`src/rtl/hazard_scoreboard_pkg.sv`:
```
// Shared control types for the decode-stage hazard logic.
//   regidx_t          5-bit architectural register index
//   ctrl_reg_val_t    result class of a producer (ALU, load data, mul/div)
//   hazard_forward_t  forward select handed to the decode-stage operand muxes
//   ctrl_branch_t     branch class of the consumer sitting in D
//   scb_entry_t       one shadow entry tracking a producer through E, M, W
package hazard_scoreboard_pkg;

    typedef logic [4:0] regidx_t;

    typedef enum logic [1:0] {
        VAL_ALU_RES  = 2'd0,
        VAL_MEM_DATA = 2'd1,
        VAL_MULDIV   = 2'd2
    } ctrl_reg_val_t;

    typedef enum logic [1:0] {
        HAZ_DEFAULT   = 2'd0,
        HAZ_ALU_RES_E = 2'd1,
        HAZ_ALU_RES_M = 2'd2,
        HAZ_RES_W     = 2'd3
    } hazard_forward_t;

    typedef enum logic [1:0] {
        BR_NONE = 2'd0,
        BR_BEQ  = 2'd1,
        BR_BNE  = 2'd2,
        BR_JR   = 2'd3
    } ctrl_branch_t;

    typedef struct packed {
        logic          valid;
        logic          wen;
        regidx_t       dst;
        ctrl_reg_val_t val;
    } scb_entry_t;

    localparam scb_entry_t SCB_EMPTY = '{
        valid: 1'b0,
        wen:   1'b0,
        dst:   5'd0,
        val:   VAL_ALU_RES
    };

    // r0 is hard-wired zero, so it never creates a dependency.
    function automatic logic entry_match(input scb_entry_t e, input regidx_t idx);
        return e.valid && e.wen && (e.dst == idx) && (idx != 5'd0);
    endfunction

    // Branches resolve in D and so need operands earlier than E-stage forwarding.
    function automatic logic is_branch(input ctrl_branch_t br);
        return (br == BR_BEQ) || (br == BR_BNE) || (br == BR_JR);
    endfunction

endpackage

```
`src/rtl/hazard_scoreboard_port_eval.sv`:
```
// Per-read-port dependency search over the shadow entries.
//   se, sm, sw  shadow entries for the producers in E, M and W
//   busy        the producer in E is a mul/div still occupying E
//   branch      branch class of the consumer in D
//   rd_idx      source register read by this port
//   fwd_sel     forward select for this port (HAZ_DEFAULT when stalling)
//   stall       no forward path exists yet for this port
module hazard_port_eval
    import hazard_scoreboard_pkg::*;
(
    input  scb_entry_t      se,
    input  scb_entry_t      sm,
    input  scb_entry_t      sw,
    input  logic            busy,
    input  ctrl_branch_t    branch,
    input  regidx_t         rd_idx,
    output hazard_forward_t fwd_sel,
    output logic            stall
);

    logic            br_cons;
    hazard_forward_t sel_raw;

    assign br_cons = is_branch(branch);

    // Youngest producer first; only the first match decides.
    always_comb begin
        sel_raw = HAZ_DEFAULT;
        stall   = 1'b0;
        if (entry_match(se, rd_idx)) begin
            if (br_cons) begin
                case (se.val)
                    VAL_ALU_RES:  sel_raw = HAZ_ALU_RES_E;
                    VAL_MEM_DATA: stall   = 1'b1;
                    VAL_MULDIV: begin
                        if (busy) stall   = 1'b1;
                        else      sel_raw = HAZ_ALU_RES_E;
                    end
                    default:      stall   = 1'b1;
                endcase
            end else begin
                // Load-use and mul-use wait; plain ALU results use E-stage forwarding.
                case (se.val)
                    VAL_ALU_RES: sel_raw = HAZ_DEFAULT;
                    default:     stall   = 1'b1;
                endcase
            end
        end else if (entry_match(sm, rd_idx)) begin
            if (br_cons) begin
                if (sm.val == VAL_MEM_DATA) stall   = 1'b1;
                else                        sel_raw = HAZ_ALU_RES_M;
            end
        end else if (entry_match(sw, rd_idx)) begin
            sel_raw = HAZ_RES_W;
        end
    end

    assign fwd_sel = stall ? HAZ_DEFAULT : sel_raw;

endmodule

```
`src/rtl/hazard_scoreboard.sv`:
```
// Producer-side hazard scoreboard: shadows register writes through E, M, W,
// answers decode's read ports with a forward select or a stall, and owns the
// multi-cycle mul/div occupancy counter.
//   clk, resetn        clock, synchronous active-low reset
//   issue_*            instruction in D offered to E this cycle
//   branch_d, rd_idx   consumer query from decode
//   hold_m             M cannot advance
//   flush_d            squash the instruction in D
//   fwd_sel            per-port forward select
//   stall_d            freeze F/D
//   hold_e             freeze E
//   bubble_e           E loads a bubble this cycle
module hazard_scoreboard
    import hazard_scoreboard_pkg::*;
#(
    parameter int unsigned MULDIV_LAT = 4,
    parameter int unsigned NREAD      = 2
) (
    input  logic                              clk,
    input  logic                              resetn,
    input  logic                              issue_valid,
    input  logic                              issue_wen,
    input  regidx_t                           issue_dst,
    input  ctrl_reg_val_t                     issue_val,
    input  ctrl_branch_t                      branch_d,
    input  regidx_t         [NREAD-1:0]       rd_idx,
    input  logic                              hold_m,
    input  logic                              flush_d,
    output hazard_forward_t [NREAD-1:0]       fwd_sel,
    output logic                              stall_d,
    output logic                              hold_e,
    output logic                              bubble_e
);

    localparam int unsigned CntW = (MULDIV_LAT > 1) ? $clog2(MULDIV_LAT) : 1;
    localparam logic [CntW-1:0] CntLoad = CntW'(MULDIV_LAT - 1);

    scb_entry_t      se_q, se_d;
    scb_entry_t      sm_q, sm_d;
    scb_entry_t      sw_q, sw_d;
    logic [CntW-1:0] cnt_q, cnt_d;

    logic             busy;
    logic             issue_bubble;
    logic             muldiv_enter;
    logic [NREAD-1:0] port_stall;
    scb_entry_t       issue_entry;

    assign busy   = se_q.valid && (se_q.val == VAL_MULDIV) && (cnt_q != '0);
    assign hold_e = hold_m | busy;

    for (genvar p = 0; p < NREAD; p++) begin : g_port
        hazard_port_eval u_eval (
            .se      (se_q),
            .sm      (sm_q),
            .sw      (sw_q),
            .busy    (busy),
            .branch  (branch_d),
            .rd_idx  (rd_idx[p]),
            .fwd_sel (fwd_sel[p]),
            .stall   (port_stall[p])
        );
    end

    assign stall_d      = (|port_stall) | hold_e;
    assign issue_bubble = stall_d | flush_d | !issue_valid;
    assign bubble_e     = !hold_e & issue_bubble;
    assign muldiv_enter = !hold_e && !issue_bubble && (issue_val == VAL_MULDIV);

    always_comb begin
        issue_entry       = SCB_EMPTY;
        issue_entry.valid = 1'b1;
        issue_entry.wen   = issue_wen;
        issue_entry.dst   = issue_dst;
        issue_entry.val   = issue_val;
    end

    always_comb begin
        sw_d = hold_m ? SCB_EMPTY : sm_q;

        // A busy E with M free sends bubbles down into M.
        if (hold_m)       sm_d = sm_q;
        else if (!hold_e) sm_d = se_q;
        else              sm_d = SCB_EMPTY;

        if (hold_e)            se_d = se_q;
        else if (issue_bubble) se_d = SCB_EMPTY;
        else                   se_d = issue_entry;

        // The counter keeps running even while M holds everything upstream.
        if (muldiv_enter)       cnt_d = CntLoad;
        else if (cnt_q != '0)   cnt_d = cnt_q - 1'b1;
        else                    cnt_d = cnt_q;
    end

    always_ff @(posedge clk) begin
        if (!resetn) begin
            se_q  <= SCB_EMPTY;
            sm_q  <= SCB_EMPTY;
            sw_q  <= SCB_EMPTY;
            cnt_q <= '0;
        end else begin
            se_q  <= se_d;
            sm_q  <= sm_d;
            sw_q  <= sw_d;
            cnt_q <= cnt_d;
        end
    end

endmodule

```
`config.mk`:
```
export PLATFORM = sky130hd
export DESIGN_NAME = hazard_scoreboard
export DESIGN_NICKNAME = d
export VERILOG_FILES = /design/src/rtl/hazard_scoreboard_pkg.sv /design/src/rtl/hazard_scoreboard_port_eval.sv /design/src/rtl/hazard_scoreboard.sv
export SDC_FILE = /design/constraint.sdc
export NUM_CORES = 1
export LEC_CHECK = 0
export ABC_AREA = 1
export CAP_MARGIN = 20
export CORE_UTILIZATION = 50
export DETAILED_ROUTE_END_ITERATION = 8
export PLACE_DENSITY = 0.74
export SYNTH_ARGS = -nofsm -noshare
export SYNTH_HDL_FRONTEND = slang
export SYNTH_HIERARCHICAL = 1
export SYNTH_SLANG_ARGS = --single-unit
```
`constraint.sdc`:
```
create_clock -name clk -period 4.55 [get_ports clk]
set_input_delay 0.91 -clock clk [delete_from_list [all_inputs] [get_ports clk]]
set_output_delay 0.91 -clock clk [all_outputs]
set_load 0.01 [all_outputs]
```
==> impl_metrics.tcl <==
set metrics [dict create \
    cellPowerDensity_nw_per_um2 225.5 \
    clock-sinks 27 \
    drtIter0Drc 81 \
    r2r-end "cnt_q[1]" \
    routed-via-count 2072 \
    fin_util_pct 63.80 \
    endpoint_kind "primary output" \
    worstSetupPathType "input pin to primary output" \
    grt_max_degree 20 \
    syn_nets 382 \
    port_buffers 31 \
    grt_pass1_vias 1809 \
    hold_class "register to register" \
    syn-cell-area_um2 1966 \
    post-route-min-period_ps 3994 \
    clk_path_buf_depth 2 \
    final_common_cell "nand2_1" \
    maxCapViolations 0 \
    reg2regPathDepth 15 \
    cts_made_buffers 3 \
    dp.cells 432 \
    postRouteAntennaNets 0 \
    wl_per_cell_um 9.856 \
    cp.required_ps 3640 \
    setup_violations 0 \
    maxSlewViolCount 0 \
    slew_headroom_pct 64.56 \
    ff_latch_area_um2 540.5 \
    core.rowCount 22 \
    io_pins 32 \
    grt_pass1_wl_um 7576 \
    coreArea_um2 3716 \
    gp_congestion 0.8416 \
    grt_overflow 0 \
    layout.cells.non_filler 436 \
    drt-pass1-iter-count 4 \
    fin_setup_tns_ps 0 \
    die_area_um2 4186 \
    critPathArrivalTime_ps 3080 \
    critPathMaxFanout 6 \
    fmax_mhz 250.4 \
    hold_ws_ps 470.1 \
    antenna_cells 0 \
    hpwl_um 3452 \
    ys_warn_count 6 \
    period_share_pct 87.77 \
    routed_via_density 4.752 \
    syn_area_per_cell_um2 5.521 \
    hold_end "sw_q[7]" \
    grt_usage_pct 22.42 \
    antenna_found_initial 0 \
    reg2reg_from "cnt_q[1]" \
    min_from "sm_q[7]" \
    worst_pin_slew_ps 528.3 \
    multi_input_area_um2 1145 \
    die_w_um 64.70 \
    fillCellCount 389 \
    p_leak_nw 1.035 \
    cts_hold_buf 0 \
    irDropWorstVdd_mv 0.1884 \
    finClkSkew_ps 3.673 \
    initial_utilization_pct 52.90 \
    start_kind "input pin" \
    r2r_slack_ps 2160 \
    syn_inst 356 \
    mostFrequentLayoutCells "nand2_1 (117), nor2_1 (66), inv_1 (61), clkdlybuf4s50_1 (31), dfxtp_1 (27)" \
    cts_tree "yes" \
    hold_viol_final 0 \
    die-height_um 64.70 \
    final_layout_size_suffix_gt1_share_pct 6.701 \
    root_buffer "clkbuf_8" \
    drc_errors 0 \
    rsz0062_at_grt "false" \
    cts_resized 0 \
    status "complete, no violations" \
    nets 415 \
    area_growth_pct 20.62 \
    routed_wirelength_um 4297 \
    post-cts-setup-buffers 0 \
    clkTransAtPathRegs_ps 90 \
    htreeDepth 1 \
    clock_latency_ps 270 \
    min_path_cells 2 \
]
flip-flops by register name, indices dropped and copies added (netlist names):
name / count
cnt_q: 2
se_q: 9
sm_q: 9
sw_q: 7
where the power goes:
part | switching, mW | internal (mW)
registers | 0.00896 | 0.248
logic | 0.0726 | 0.0670
clock network | 0.0759 | 0.0622
total | 0.157 | 0.377
how the worst max path moves through the flow:
| stage | endpoint | from | cells after the start | slack, ps |
|---|---|---|---|---|
| floorplan | stall_d | rd_idx[9] | 9 | 1820 |
| global placement | stall_d | rd_idx[9] | 11 | 590 |
| detailed placement | stall_d | rd_idx[9] | 11 | 580 |
| CTS | stall_d | rd_idx[9] | 11 | 570 |
| global route | bubble_e | rd_idx[9] | 11 | 370 |
| finish | bubble_e | rd_idx[9] | 11 | 560 |
metal layers:
metal	wire length [um]	part of all wire (%)	global-route usage [%]	vias up
li1	-	-	-	1131
met1	2207	51	30.18	900
met2	1973	46	38.67	37
met3	81	1.9	1.056	4
met4	34	0.79	5.833	0
met5	0	0	0	-
worst max-delay path: stages:
cell	delay, ps
clkdlybuf4s50_1	520
inv_2	80
nand2_1	60
o21ai_0	70
nor2_1	170
nand2_1	110
nor2_2	130
o21ai_1	100
nor2_1	310
a21oi_1	110
clkdlybuf4s50_1	500
area by class of cell:
class                      instances  area share [%]
multi-input combinational        256           48.29
sequential                        27           22.80
inverter                          69           10.92
clock inverter                     1          0.3166
tap                               48           2.533
clock buffer                       3           1.741
timing repair buffer              32           13.40
stage by stage:
stage,instance area [um^2],setup slack (ps),power [mW]
after CTS,2371,569.1,0.5385
after floorplan,1966,1815,0.3573
final,2371,556.5,0.5347
after detailed placement,2322,580.3,0.4022
after global routing,2371,368.1,0.5688
after global placement,2322,594.6,0.3992
Power figures use the tool's default switching activity.
